--- config.mk ---
export PLATFORM = sky130hd
export DESIGN_NAME = fpu_sub_round_flat
export DESIGN_NICKNAME = d
export VERILOG_FILES = /design/src/rtl/fpu_round_pkg.sv /design/src/rtl/fpu_sub_round_if.sv /design/src/rtl/fpu_round_decide.sv /design/src/rtl/fpu_sub_round.sv /design/src/flat_wrapper.sv
export SDC_FILE = /design/constraint.sdc
export NUM_CORES = 1
export LEC_CHECK = 0
export CAP_MARGIN = 15
export CORE_MARGIN = 5
export CORE_UTILIZATION = 35
export DETAILED_ROUTE_END_ITERATION = 8
export SYNTH_ARGS = -nofsm -noshare
export SYNTH_HDL_FRONTEND = slang
export SYNTH_SLANG_ARGS = --single-unit
export TNS_END_PERCENT = 20
--- constraint.sdc ---
create_clock -name clk -period 12.08 [get_ports clk]
set_clock_uncertainty 0.15 [all_clocks]
set_input_delay 2.416 -clock clk [delete_from_list [all_inputs] [get_ports clk]]
set_output_delay 2.416 -clock clk [all_outputs]
set_load 0.1 [all_outputs]
--- src/rtl/fpu_round_pkg.sv ---
// Shared types and constants for the fpu_sub rounding/packing pipeline.
package fpu_round_pkg;

  localparam int unsigned EXP_W = 11;
  localparam int unsigned MAN_W = 52;
  localparam int unsigned SIG_W = MAN_W + 4;

  typedef enum logic [2:0] {
    RNE = 3'b000,
    RTZ = 3'b001,
    RDN = 3'b010,
    RUP = 3'b011,
    RMM = 3'b100
  } roundmode_e;

  localparam logic [EXP_W-1:0] EXP_MAX = 11'h7FE;
  localparam logic [EXP_W-1:0] EXP_INF = 11'h7FF;

  localparam int unsigned FLAG_NX = 0;
  localparam int unsigned FLAG_UF = 1;
  localparam int unsigned FLAG_OF = 2;
  localparam int unsigned FLAG_DZ = 3;
  localparam int unsigned FLAG_NV = 4;

  // sig holds {carry, hidden, mantissa}; guard/round are folded into up/inexact.
  typedef struct packed {
    logic             sign;
    logic [2:0]       rm;
    logic [MAN_W+1:0] sig;
    logic [EXP_W-1:0] exp;
    logic             up;
    logic             inexact;
    logic             zero;
  } s1_t;

  // exp is one bit wider so a rounding carry out of 0x7FF stays visible.
  typedef struct packed {
    logic             sign;
    logic [2:0]       rm;
    logic [EXP_W:0]   exp;
    logic [MAN_W-1:0] mant;
    logic             inexact;
    logic             zero;
  } s2_t;

endpackage

--- src/rtl/fpu_sub_round_if.sv ---
// Handshake and payload bundle between fpu_sub, the rounding stage and its consumer.
interface fpu_sub_round_if;
  import fpu_round_pkg::*;

  logic             in_valid;
  logic             in_ready;
  logic             in_sign;
  logic [SIG_W-1:0] in_man;
  logic [EXP_W-1:0] in_exp;
  logic             in_sticky;
  logic [2:0]       in_rm;
  logic             out_valid;
  logic             out_ready;
  logic [63:0]      out_result;
  logic [4:0]       out_flags;

  modport master (
    output in_valid, in_sign, in_man, in_exp, in_sticky, in_rm, out_ready,
    input  in_ready, out_valid, out_result, out_flags
  );

  modport slave (
    input  in_valid, in_sign, in_man, in_exp, in_sticky, in_rm, out_ready,
    output in_ready, out_valid, out_result, out_flags
  );

endinterface

--- src/rtl/fpu_round_decide.sv ---
// Round-up decision for the RISC-V rounding modes; reserved codes fall back to RNE.
module fpu_round_decide
  import fpu_round_pkg::*;
(
  input  logic [2:0] rm_i,
  input  logic       sign_i,
  input  logic       lsb_i,
  input  logic       g_i,
  input  logic       r_i,
  input  logic       s_i,
  output logic       up_o,
  output logic       inexact_o
);

  always_comb begin
    inexact_o = g_i | r_i | s_i;
    case (rm_i)
      RTZ:     up_o = 1'b0;
      RDN:     up_o = sign_i & inexact_o;
      RUP:     up_o = ~sign_i & inexact_o;
      RMM:     up_o = g_i;
      default: up_o = g_i & (r_i | s_i | lsb_i);
    endcase
  end

endmodule

--- src/rtl/fpu_sub_round.sv ---
// Three-stage round/pack pipeline with a global stall; define FPU_ROUND_FLAGS_EN to
// compute and register the exception flags, otherwise out_flags reads zero.
module fpu_sub_round
  import fpu_round_pkg::*;
(
  input logic            clk,
  input logic            rst,
  fpu_sub_round_if.slave bus_io
);

  logic             adv;
  logic             v1_q, v2_q, v3_q;
  logic             up, inexact;
  s1_t              s1_d, s1_q;
  s2_t              s2_d, s2_q;
  logic [MAN_W+1:0] sum;
  logic             ovf, to_max;
  logic [63:0]      res_d, res_q;

  // Every stage moves together; only a held output can stall the pipe.
  assign adv              = ~v3_q | bus_io.out_ready;
  assign bus_io.in_ready  = adv;
  assign bus_io.out_valid = v3_q;
  assign bus_io.out_result = res_q;

  fpu_round_decide u_decide (
    .rm_i      (bus_io.in_rm),
    .sign_i    (bus_io.in_sign),
    .lsb_i     (bus_io.in_man[2]),
    .g_i       (bus_io.in_man[1]),
    .r_i       (bus_io.in_man[0]),
    .s_i       (bus_io.in_sticky),
    .up_o      (up),
    .inexact_o (inexact)
  );

  always_comb begin
    s1_d.sign    = bus_io.in_sign;
    s1_d.rm      = bus_io.in_rm;
    s1_d.sig     = bus_io.in_man[SIG_W-1:2];
    s1_d.exp     = bus_io.in_exp;
    s1_d.up      = up;
    s1_d.inexact = inexact;
    s1_d.zero    = (bus_io.in_man == '0) && (bus_io.in_exp == '0) && !bus_io.in_sticky;
  end

  always_comb begin
    sum          = s1_q.sig + {{(MAN_W+1){1'b0}}, s1_q.up};
    s2_d.sign    = s1_q.sign;
    s2_d.rm      = s1_q.rm;
    s2_d.inexact = s1_q.inexact;
    s2_d.zero    = s1_q.zero;
    if (sum[MAN_W+1]) begin
      s2_d.mant = sum[MAN_W:1];
      s2_d.exp  = {1'b0, s1_q.exp} + (EXP_W+1)'(1);
    end else begin
      s2_d.mant = sum[MAN_W-1:0];
      // A denormal that rounds up into the hidden bit becomes the smallest normal.
      s2_d.exp  = ((s1_q.exp == '0) && sum[MAN_W]) ? (EXP_W+1)'(1) : {1'b0, s1_q.exp};
    end
  end

  always_comb begin
    ovf    = s2_q.exp >= {1'b0, EXP_INF};
    to_max = (s2_q.rm == RTZ) || ((s2_q.rm == RDN) && !s2_q.sign) ||
             ((s2_q.rm == RUP) && s2_q.sign);
    if (s2_q.zero) begin
      res_d = {(s2_q.rm == RDN), 63'd0};
    end else if (ovf) begin
      res_d = to_max ? {s2_q.sign, EXP_MAX, {MAN_W{1'b1}}} : {s2_q.sign, EXP_INF, {MAN_W{1'b0}}};
    end else begin
      res_d = {s2_q.sign, s2_q.exp[EXP_W-1:0], s2_q.mant};
    end
  end

  always_ff @(posedge clk) begin
    if (rst) begin
      v1_q  <= 1'b0;
      v2_q  <= 1'b0;
      v3_q  <= 1'b0;
      res_q <= '0;
    end else if (adv) begin
      v1_q  <= bus_io.in_valid;
      v2_q  <= v1_q;
      v3_q  <= v2_q;
      res_q <= res_d;
    end
  end

  always_ff @(posedge clk) begin
    if (adv) begin
      s1_q <= s1_d;
      s2_q <= s2_d;
    end
  end

`ifdef FPU_ROUND_FLAGS_EN
  logic [4:0] flags_d, flags_q;
  logic       nx;

  always_comb begin
    nx      = s2_q.inexact | ovf;
    flags_d = '0;
    if (!s2_q.zero) begin
      flags_d[FLAG_NX] = nx;
      flags_d[FLAG_OF] = ovf;
      flags_d[FLAG_UF] = nx & (res_d[MAN_W +: EXP_W] == '0);
    end
  end

  always_ff @(posedge clk) begin
    if (rst) begin
      flags_q <= '0;
    end else if (adv) begin
      flags_q <= flags_d;
    end
  end

  assign bus_io.out_flags = flags_q;
`else
  logic unused_inexact;
  assign unused_inexact   = s2_q.inexact;
  assign bus_io.out_flags = '0;
`endif

endmodule

--- src/flat_wrapper.sv ---
// flat-port wrapper written by rule: the top's interface ports become plain ports
module fpu_sub_round_flat import fpu_round_pkg::*;
  (clk, rst, bus_io_in_valid, bus_io_in_sign, bus_io_in_man, bus_io_in_exp, bus_io_in_sticky, bus_io_in_rm, bus_io_out_ready, bus_io_in_ready, bus_io_out_valid, bus_io_out_result, bus_io_out_flags);
  fpu_sub_round_if bus_io_i ();
  input logic clk;
  input logic rst;
  input wire logic [$bits(bus_io_i.in_valid)-1:0] bus_io_in_valid;
  input wire logic [$bits(bus_io_i.in_sign)-1:0] bus_io_in_sign;
  input wire logic [$bits(bus_io_i.in_man)-1:0] bus_io_in_man;
  input wire logic [$bits(bus_io_i.in_exp)-1:0] bus_io_in_exp;
  input wire logic [$bits(bus_io_i.in_sticky)-1:0] bus_io_in_sticky;
  input wire logic [$bits(bus_io_i.in_rm)-1:0] bus_io_in_rm;
  input wire logic [$bits(bus_io_i.out_ready)-1:0] bus_io_out_ready;
  output wire logic [$bits(bus_io_i.in_ready)-1:0] bus_io_in_ready;
  output wire logic [$bits(bus_io_i.out_valid)-1:0] bus_io_out_valid;
  output wire logic [$bits(bus_io_i.out_result)-1:0] bus_io_out_result;
  output wire logic [$bits(bus_io_i.out_flags)-1:0] bus_io_out_flags;
  assign bus_io_i.in_valid = bus_io_in_valid;
  assign bus_io_i.in_sign = bus_io_in_sign;
  assign bus_io_i.in_man = bus_io_in_man;
  assign bus_io_i.in_exp = bus_io_in_exp;
  assign bus_io_i.in_sticky = bus_io_in_sticky;
  assign bus_io_i.in_rm = bus_io_in_rm;
  assign bus_io_i.out_ready = bus_io_out_ready;
  assign bus_io_in_ready = bus_io_i.in_ready;
  assign bus_io_out_valid = bus_io_i.out_valid;
  assign bus_io_out_result = bus_io_i.out_result;
  assign bus_io_out_flags = bus_io_i.out_flags;
  fpu_sub_round u_core (.clk(clk), .rst(rst), .bus_io(bus_io_i));
endmodule
==> key figures <==
Global routing
  – First-pass GRT wire length: 42,900 microns
  – Largest net degree at the start of global routing: 81
  – Vias in the first global route: 7,722
  – Initial antenna violation count: 0
  – GRT Util Overall: 16.2%
  – Grt ovf: 0

Timing
  – Unrepaired setup endpoints after global routing: no
  – Max Clk Rate: 129 MHz
  – Hold Violations, Final: 0
  – Setup TNS: 0 ns
  – Final min period: ~7.8 ns
  – Worst slew pin tran: 1.05 ns
  – Period utilization: 64.3%
  – Final Max Tran Viols: 0
  – Final setup violation count: 0
  – Max-slew headroom: 29.3%

Die
  – Die height: 180 microns
  – Die Width: 180 microns
  – Row Count: between 60 and 70
  – Initial Utilization: a little over a third
  – CORE AREA: 0.0285 sq mm
  – Top Ports: 147
  – Die area: ~0.032 sq mm

Synth
  – Leading area contributor after synthesis: edfxtp_1
  – Post-Syn Area: 0.0101 sq mm
  – Register area share after synthesis: roughly 55%
  – Ys Warns: 0
  – Number of synthesized flops with an enable pin: 140
  – Synth top area share: 41.7%
  – Mean area per synthesized cell: 10.1 sq um
  – Ys flop type: edfxtp_1
  – Post-synth ARST share: 0%
  – Unique cell type count in the Yosys netlist: 72
  – Top cells by area, synth: edfxtp_1, dfxtp_1, a21oi_1
  – Cells after Synth: 1,001
  – Synth Register Bits: 207

Worst setup path
  – Most frequent cell on the critical path: clkdlybuf4s50_1
  – CP max FO: 80
  – R2r startpoint: u_core.s1_q[2]$_DFFE_PP_
  – WS Path Type: in -> out
  – Crit-path cells: clkdlybuf4s50_1, nor2b_4, buf_4, inv_6, clkdlybuf4s50_1
  – Path depth of the worst reg2reg path: 8
  – CP max-delay cell: clkdlybuf4s50_1
  – R2r endpoint: u_core.s2_q[3]$_DFFE_PP_
  – Critical Path RT: 9.51 ns
  – Crit path capture type: output port
  – Worst path arrival time: approximately 5.2 ns
  – Startpoint Class: input port
  – R2R setup slack: 8.13 ns
  – CP peak stage delay: roughly 1.3 ns

Placed design
  – I/O Buffers: 141
  – Post-DP HPWL: 19,400 microns
  – GPL Wtd Cong: 0.878
  – Cell Area, Placed: 0.0117 sq mm

Drt
  – Pre-Repair DR Iteration Count: 7
  – Via density: 5.39
  – Routed WL: roughly 27,000 microns
  – # DRC: 0
  – ANT nets after route: 0
  – DRT iter0 DRCs: around 700
  – WL/cell: 18.0 microns
  – DR vias: 8,147

Min path
  – Hold path endpoint: u_core.s2_q[69]$_DFFE_PP_
  – Hold depth: 0
  – Hold Crit Class: reg -> reg
  – Min-delay src: u_core.s1_q[71]$_DFFE_PP_

Final layout
  – Most frequent cells in the layout: clkdlybuf4s50_1, edfxtp_1, nand2_1
  – Utilization after layout: 43.7%
  – # nets final: 1,191
  – ANT cells: 0
  – Layout cells sized above 1: between 6 and 7%
  – Layout area overhead: 23.5%
  – Design area: about 0.012 sq mm

Power
  – Int Pwr: 1330 uW
  – Comb power frac: 18.6%
  – Maximum VDD drop: around 0.00007 V
  – Leak Pwr: 0.00435 uW
  – Switch Pwr: between 500 and 600 uW
  – Pwr per Cell Area: ~150 mW/mm^2
  – Clk pwr share: a little over a third
  – Switching Fraction: 29.7%
  – Total power: around 1900 uW
  – Reg power frac: a little under half

Clock network
  – Hold Buf Count CTS: 0
  – CTS sink count: 207
  – Resized Gates After CTS: 0
  – Root Driver: clkbuf_16
  – Skew-Pair Late Insertion Delay: approximately 0.51 ns
  – CTS clk-pin slew, worst paths: 0.06 ns
  – CTS Buffer Depth: 3
  – CTS H-tree lvls: 1
  – Setup repair bufs after CTS: 0
  – CTS tree: built
  – Total CTS buffers: 23

Run status
  – Status: completed

Job
  – Max_cap viols: 0
==> Yosys cell counts, drive strengths merged (22+ instances only) <==
cell    number
nand3       35
nand2      116
nor3        49
a21oi      103
dfxtp       67
nand4       22
edfxtp     140
o21ai       72
buf         35
nor2        68
xnor2       27
clkbuf      37
nor4        22
==> metrics by stage <==
stage          std cells  worst slack [ns]  hold slack, ns
3_3_place_gp        1470              4.28           0.253
4_1_cts             1511              4.24           0.267
3_5_place_dp        1470              4.25           0.255
6_report            1511              4.31           0.263
5_1_grt             1511              4.17           0.290
2_1_floorplan       1005              3.39           0.250
==> power groups by stage <==
stage	clock [uW]	combinational [uW]	sequential (uW)
after floorplan	0	112	1010
after global placement	0	351	880
after detailed placement	0	353	881
after CTS	689	354	866
after global routing	717	372	874
final	670	351	867
==> flip-flops by register name (all words and copies together) (netlist names) <==
register                  cells
u_core.s1_q                  71
u_core.v2_q                   1
u_core.bus_io.out_result     64
u_core.v1_q                   1
u_core.s2_q                  69
u_core.bus_io.out_valid       1
==> cells by family (layout without fill, tap and decap cells) <==
family / after synthesis / count (layout) / share of synthesized area (%)
fa+ha+maj: 5 / 5 / 0.595
flops: 207 / 207 / 55.0
other cells: 1 / 5 / 0.0372
compound gates: 270 / 270 / 16.1
mux: 18 / 18 / 1.86
xor+xnor: 42 / 42 / 3.65
buf+inv: 87 / 209 / 4.16
simple gates: 371 / 371 / 18.7
==> area by class of cell <==
cell class	count	area, sq um
inverters	15	61.3
clock inverters	6	55.1
clock buffers	35	671
repair buffers	153	1500
fillers	2795	16100
well taps	384	480
flip-flops and latches	207	5550
multi-input cells	711	4150
==> metal layers <==
metal	part of all wire [%]	up-vias	track usage (%)
li1	-	3962	-
met1	44	3824	22.2
met2	45	301	25.8
met3	6.4	60	3.09
met4	3.8	0	5.64
met5	0	-	0
==> worst max-delay path, delay by kind of cell <==
family | cells | cell delay [ns]
and+or+nand+nor | 1 | 0.04
buffers and inverters | 4 | 2.69
==> worst max path at each step <==
stage / startpoint / to / slack (ns)
final: bus_io_out_ready / bus_io_in_ready / 4.31
after global routing: bus_io_out_ready / bus_io_in_ready / 4.17
after CTS: bus_io_out_ready / bus_io_in_ready / 4.24
after detailed placement: bus_io_out_ready / bus_io_in_ready / 4.25
after global placement: bus_io_out_ready / bus_io_in_ready / 4.28
after floorplan: bus_io_out_ready / bus_io_in_ready / 3.39
No activity file was read; power rests on OpenSTA's default activity.
